$ cat src/rtl/mult_pipe_unit.sv
// Pipelined RV32M multiply unit: MUL/MULH/MULHSU/MULHU with stall, squash,
// x0 filtering and destination tracking for the hazard/stall controller.
module mult_pipe_unit #(
    parameter int XLEN   = 32,
    parameter int STAGES = 3,
    parameter int CNT_W  = $clog2(STAGES + 1)
) (
    input  logic                clk,
    input  logic                rst,
    input  logic                use_i,
    input  logic [1:0]          mult_type_i,
    input  logic [XLEN-1:0]     rs1_data_i,
    input  logic [XLEN-1:0]     rs2_data_i,
    input  logic [4:0]          rd_addr_i,
    input  logic                stall_i,
    input  logic                squash_i,
    input  logic [4:0]          rs1_q_i,
    input  logic [4:0]          rs2_q_i,
    output logic                valid_o,
    output logic [4:0]          rd_addr_o,
    output logic [XLEN-1:0]     rd_data_o,
    output logic [31:0]         rd_flags_o,
    output logic                hazard_o,
    output logic [CNT_W-1:0]    inflight_cnt_o
);

    logic                accept;
    logic                a_sign;
    logic                b_sign;
    logic [2*XLEN-1:0]   a_wide;
    logic [2*XLEN-1:0]   b_wide;
    logic [2*XLEN-1:0]   prod;
    logic [XLEN-1:0]     result;
    logic [4:0]          rd_d;
    logic [XLEN-1:0]     data_d;

    logic                valid_q [STAGES];
    logic [4:0]          rd_q    [STAGES];
    logic [XLEN-1:0]     data_q  [STAGES];

    logic [31:0]         rd_flags;
    logic [CNT_W-1:0]    inflight_cnt;

    assign accept = use_i & ~stall_i & ~squash_i & (rd_addr_i != 5'd0);

    // Operands sign-extended to 2*XLEN: the low 2*XLEN product bits then equal
    // those of the (XLEN+1)x(XLEN+1) signed product.
    assign a_sign = rs1_data_i[XLEN-1] & (mult_type_i != 2'b11);
    assign b_sign = rs2_data_i[XLEN-1] & ~mult_type_i[1];
    assign a_wide = {{XLEN{a_sign}}, rs1_data_i};
    assign b_wide = {{XLEN{b_sign}}, rs2_data_i};
    assign prod   = a_wide * b_wide;

    assign result = (mult_type_i == 2'b00) ? prod[XLEN-1:0] : prod[2*XLEN-1:XLEN];
    assign rd_d   = accept ? rd_addr_i : 5'd0;
    assign data_d = accept ? result : '0;

    always_ff @(posedge clk) begin
        if (rst) begin
            for (int k = 0; k < STAGES; k++) begin
                valid_q[k] <= 1'b0;
                rd_q[k]    <= 5'd0;
                data_q[k]  <= '0;
            end
        end else if (!stall_i) begin
            valid_q[0] <= accept;
            rd_q[0]    <= rd_d;
            data_q[0]  <= data_d;
            for (int k = 1; k < STAGES; k++) begin
                valid_q[k] <= valid_q[k-1];
                rd_q[k]    <= rd_q[k-1];
                data_q[k]  <= data_q[k-1];
            end
        end
    end

    always_comb begin
        rd_flags     = 32'd0;
        inflight_cnt = '0;
        for (int k = 0; k < STAGES; k++) begin
            if (valid_q[k]) begin
                rd_flags[rd_q[k]] = 1'b1;
            end
            inflight_cnt = inflight_cnt + CNT_W'(valid_q[k]);
        end
        rd_flags[0] = 1'b0;
    end

    assign valid_o        = valid_q[STAGES-1];
    assign rd_addr_o      = valid_q[STAGES-1] ? rd_q[STAGES-1] : 5'd0;
    assign rd_data_o      = valid_q[STAGES-1] ? data_q[STAGES-1] : '0;
    assign rd_flags_o     = rd_flags;
    assign hazard_o       = rd_flags[rs1_q_i] | rd_flags[rs2_q_i];
    assign inflight_cnt_o = inflight_cnt;

endmodule

$ cat config.mk
export PLATFORM = sky130hd
export DESIGN_NAME = mult_pipe_unit
export DESIGN_NICKNAME = d
export VERILOG_FILES = /design/src/rtl/mult_pipe_unit.sv
export SDC_FILE = /design/constraint.sdc
export NUM_CORES = 2
export LEC_CHECK = 0
export CORE_UTILIZATION = 45
export CTS_CLUSTER_DIAMETER = 50
export DETAILED_ROUTE_END_ITERATION = 10
export PLACE_DENSITY = 0.72
export SLEW_MARGIN = 25
export SYNTH_ARGS = -nofsm -noshare
export SYNTH_HDL_FRONTEND = slang
export SYNTH_SLANG_ARGS = --single-unit
export TNS_END_PERCENT = 1
$ cat constraint.sdc
create_clock -name clk -period 32.7 [get_ports clk]
set_clock_uncertainty 0.1 [all_clocks]
set_input_delay 6.54 -clock clk [delete_from_list [all_inputs] [get_ports clk]]
set_output_delay 6.54 -clock clk [all_outputs]
set_load 0.005 [all_outputs]
==> flow_summary_export.csv <==
group,metric,value,unit
min_path,hold_path.startpoint,"data_q[0][44]",
synthesis,synth.ff_latch_count,114,
sta,timing_hold_violations_final,0,
clock_network,number_of_setup_buffers_added_after_cts,0,
routing,routed-via-count,31100,
synthesis,mappedNetlistArea,0.0437,mm^2
sta,timing.final.setup_violations,0,
critical_path,critical-path-slowest-cell,"fa_1",
critical_path,worst-setup-path-type,"primary input to flip-flop",
global_routing,first_global_vias,33800,
clock_network,cts-root-to-sink-buffers,2,
routing,met2_wirelength,55.4,mm
routing,maxUsedRoutingLayer,"met5",
floorplanning,io_pins,159,
global_routing,grt_first_pass_wirelength,183,mm
clock_network,clock_tree.htree_level_count,4,
critical_path,regToRegSetupSlack,31.60,ns
floorplanning,num_rows,113,
clock_network,clk_transition_reported_paths,0.05,ns
critical_path,timing.critical_path.fanout_max,33,
critical_path,worstReg2RegStart,"rd_q[0][7]",
clock_network,clock_latency,0.40,ns
global_routing,grt_start_max_net_pins,77,
sta,max_slew.worst_pin.slew,0.917,ns
routing,wirelength,111,mm
placement,place_congestion,0.959,
layout,regArea,0.00342,mm^2
global_routing,grt_overflow,0,
routing,routedWlPerCell,18.7,um
routing,route.antenna.remaining_nets,0,
floorplanning,dieArea,0.0985,mm^2
sta,max-slew-margin-rel,38.9,%
critical_path,end_kind,"flip-flop",
floorplanning,floorplan.die.width,314,um
sta,finalSetupTns,0,ns
routing,met3_length,7.15,mm
critical_path,worst_ep_arrival_time,15.96,ns
layout,final_layout_size_suffix_gt1_share,3.11,%
floorplanning,die_height,314,um
sta,post-route-min-period,15.87,ns
global_routing,antenna_found_initial,3,
routing,routed_via_density,5.25,
sta,post-route-period-util,48.5,%
floorplanning,initial_utilization,45.8,%
floorplanning,core,0.0956,mm^2
critical_path,critical_path_buffers_and_inverters,8,
layout,fillCellCount,8796,
routing,wl_met1,45.6,mm
sta,final_max_slew_viol_count,0,
synthesis,synth-seq-area-share,7.83,%
placement,dpl.hpwl,90.5,mm
synthesis,yosys_most_used_dff,"edfxtp_1",
sta,unrepaired_setup_endpoints_after_global_routing,"false",
sta,max_freq,63.0,MHz
synthesis,synth_area_per_cell,9.40,um^2
min_path,holdCritPathClass,"flip-flop to flip-flop",
synthesis,synth.yosys.warnings,0,
routing,remaining_drc_errors,0,
clock_network,cts_resized,0,
clock_network,clock-root-buffer,"clkbuf_16",
critical_path,timing.critical_path.from_type,"primary input",
routing,drt_first_iter_violations,2416,
layout,finalNetCount,6066,
clock_network,clock_tree_from_tritoncts,"done",
global_routing,globalRouteTotalUtil,23.4,%
layout,layout.cells.most_common,"fa_1",
layout,commonest_non_fill_non_tap_cells_in_the_layout,"fa_1 (1126), inv_1 (1106), nand2_1 (798)",
layout,multiInputGateArea,0.0352,mm^2
routing,drt-pass1-iter-count,6,
synthesis,postSynthNetCount,6076,
synthesis,synth_cells,4652,
critical_path,cp_data_required_time,32.80,ns
run_status,run_status,"finished clean",
clock_network,cts-buffers-inserted,17,
synthesis,synthArstFlopShare,0,%
flow_run,drv_cap,0,
clock_network,cts_num_sinks,114,
synthesis,count_of_cell_types_in_the_netlist,68,
clock_network,hold_buffers,0,
placement,io_buffer_count,157,
critical_path,crit_start,"rs1_data_i[31]",
layout,area_growth,7.47,%
critical_path,worst_path_dominant_cell_family,"adder cells",
synthesis,synth_enable_flop_cells,114,
critical_path,critPathMostFrequentCell,"fa_1",
critical_path,timing.critical_path.slowest_cell_delay,0.82,ns
layout,antenna-diode-count,0,
## per-stage QoR
stage / instances / utilization [%] / setup slack [ns] / hold slack [ns] / instance area, um^2
2_1_floorplan: 4652 / - / 17.71 / 0.397 / 43700
3_3_place_gp: 5887 / 48.5 / 16.54 / 0.401 / 46400
3_5_place_dp: 5887 / 48.5 / 16.37 / 0.403 / 46400
4_1_cts: 5919 / 49.2 / 16.77 / 0.415 / 47000
5_1_grt: 5920 / 49.2 / 16.27 / 0.426 / 47000
6_report: 5920 / 49.2 / 16.83 / 0.411 / 47000
## final cells by class
| class | instances | area share [%] |
|---|---|---|
| Multi-Input combinational cell | 3184 | 75.0 |
| Clock inverter | 12 | 0.349 |
| Timing Repair Buffer | 219 | 4.28 |
| Tap cell | 1265 | 3.37 |
| Sequential cell | 114 | 7.28 |
| Clock buffer | 20 | 0.929 |
| Inverter | 1106 | 8.83 |
## registers in the layout, summed over array words and instances, names as in the netlist
name	count
data_q	96
rd_q	15
valid_q	3
## Yosys cell counts (all sizes together) (3+ instances only)
master / number / share of area [%]
fa: 1126 / 52
inv: 1106 / 9.5
nand2: 798 / 6.8
and2: 478 / 6.8
clkbuf: 229 / 2.0
ha: 212 / 6.1
edfxtp: 114 / 7.8
a21oi: 80 / 0.92
nor2: 79 / 0.68
xnor2: 48 / 0.96
a21o: 47 / 0.81
o21ai: 33 / 0.39
xor2: 26 / 0.52
o22ai: 22 / 0.31
nand3: 20 / 0.23
buf: 19 / 0.19
mux4: 18 / 0.93
a22oi: 13 / 0.22
or2: 13 / 0.19
and3: 12 / 0.17
nand4: 12 / 0.17
nor3: 12 / 0.14
nor3b: 11 / 0.20
a211oi: 10 / 0.17
o21bai: 10 / 0.17
and3b: 8 / 0.17
nor2b: 8 / 0.11
a221oi: 7 / 0.14
or3: 7 / 0.10
mux2i: 6 / 0.14
nand3b: 5 / 0.086
nor4: 5 / 0.072
o211ai: 5 / 0.12
o221ai: 5 / 0.10
a221o: 4 / 0.094
nand2b: 4 / 0.057
o31ai: 4 / 0.069
a2111oi: 3 / 0.077
a21boi: 3 / 0.051
o21a: 3 / 0.051
o41ai: 3 / 0.16
or3b: 3 / 0.060
## worst paths after layout
path,to,cells past startpoint
min reg2reg,data_q[0][76],1
max reg2reg,rd_q[0][12],1
min,data_q[0][76],1
max,data_q[0][31],28
## cell families after synthesis
kind of cell / count (synthesis) / share of synthesized area, %
and+or+nand+nor: 1481 / 16.2
buffers and inverters: 1354 / 11.7
adders and majority gates: 1338 / 57.6
AOI/OAI and AO/OA: 266 / 4.14
DFF: 114 / 7.83
xor gates and xnor gates: 74 / 1.48
muxes: 24 / 1.06
other: 1 / 0.00857
## metal layers
metal  vias up  track usage [%]
met5         -                0
met4         6             5.75
met3       191             2.68
met2      1157             39.5
met1     16200             32.1
li1      13500                -
Power is not shown: default switching activity piles up to over one toggle a cycle in this logic, so the estimate is an artifact.
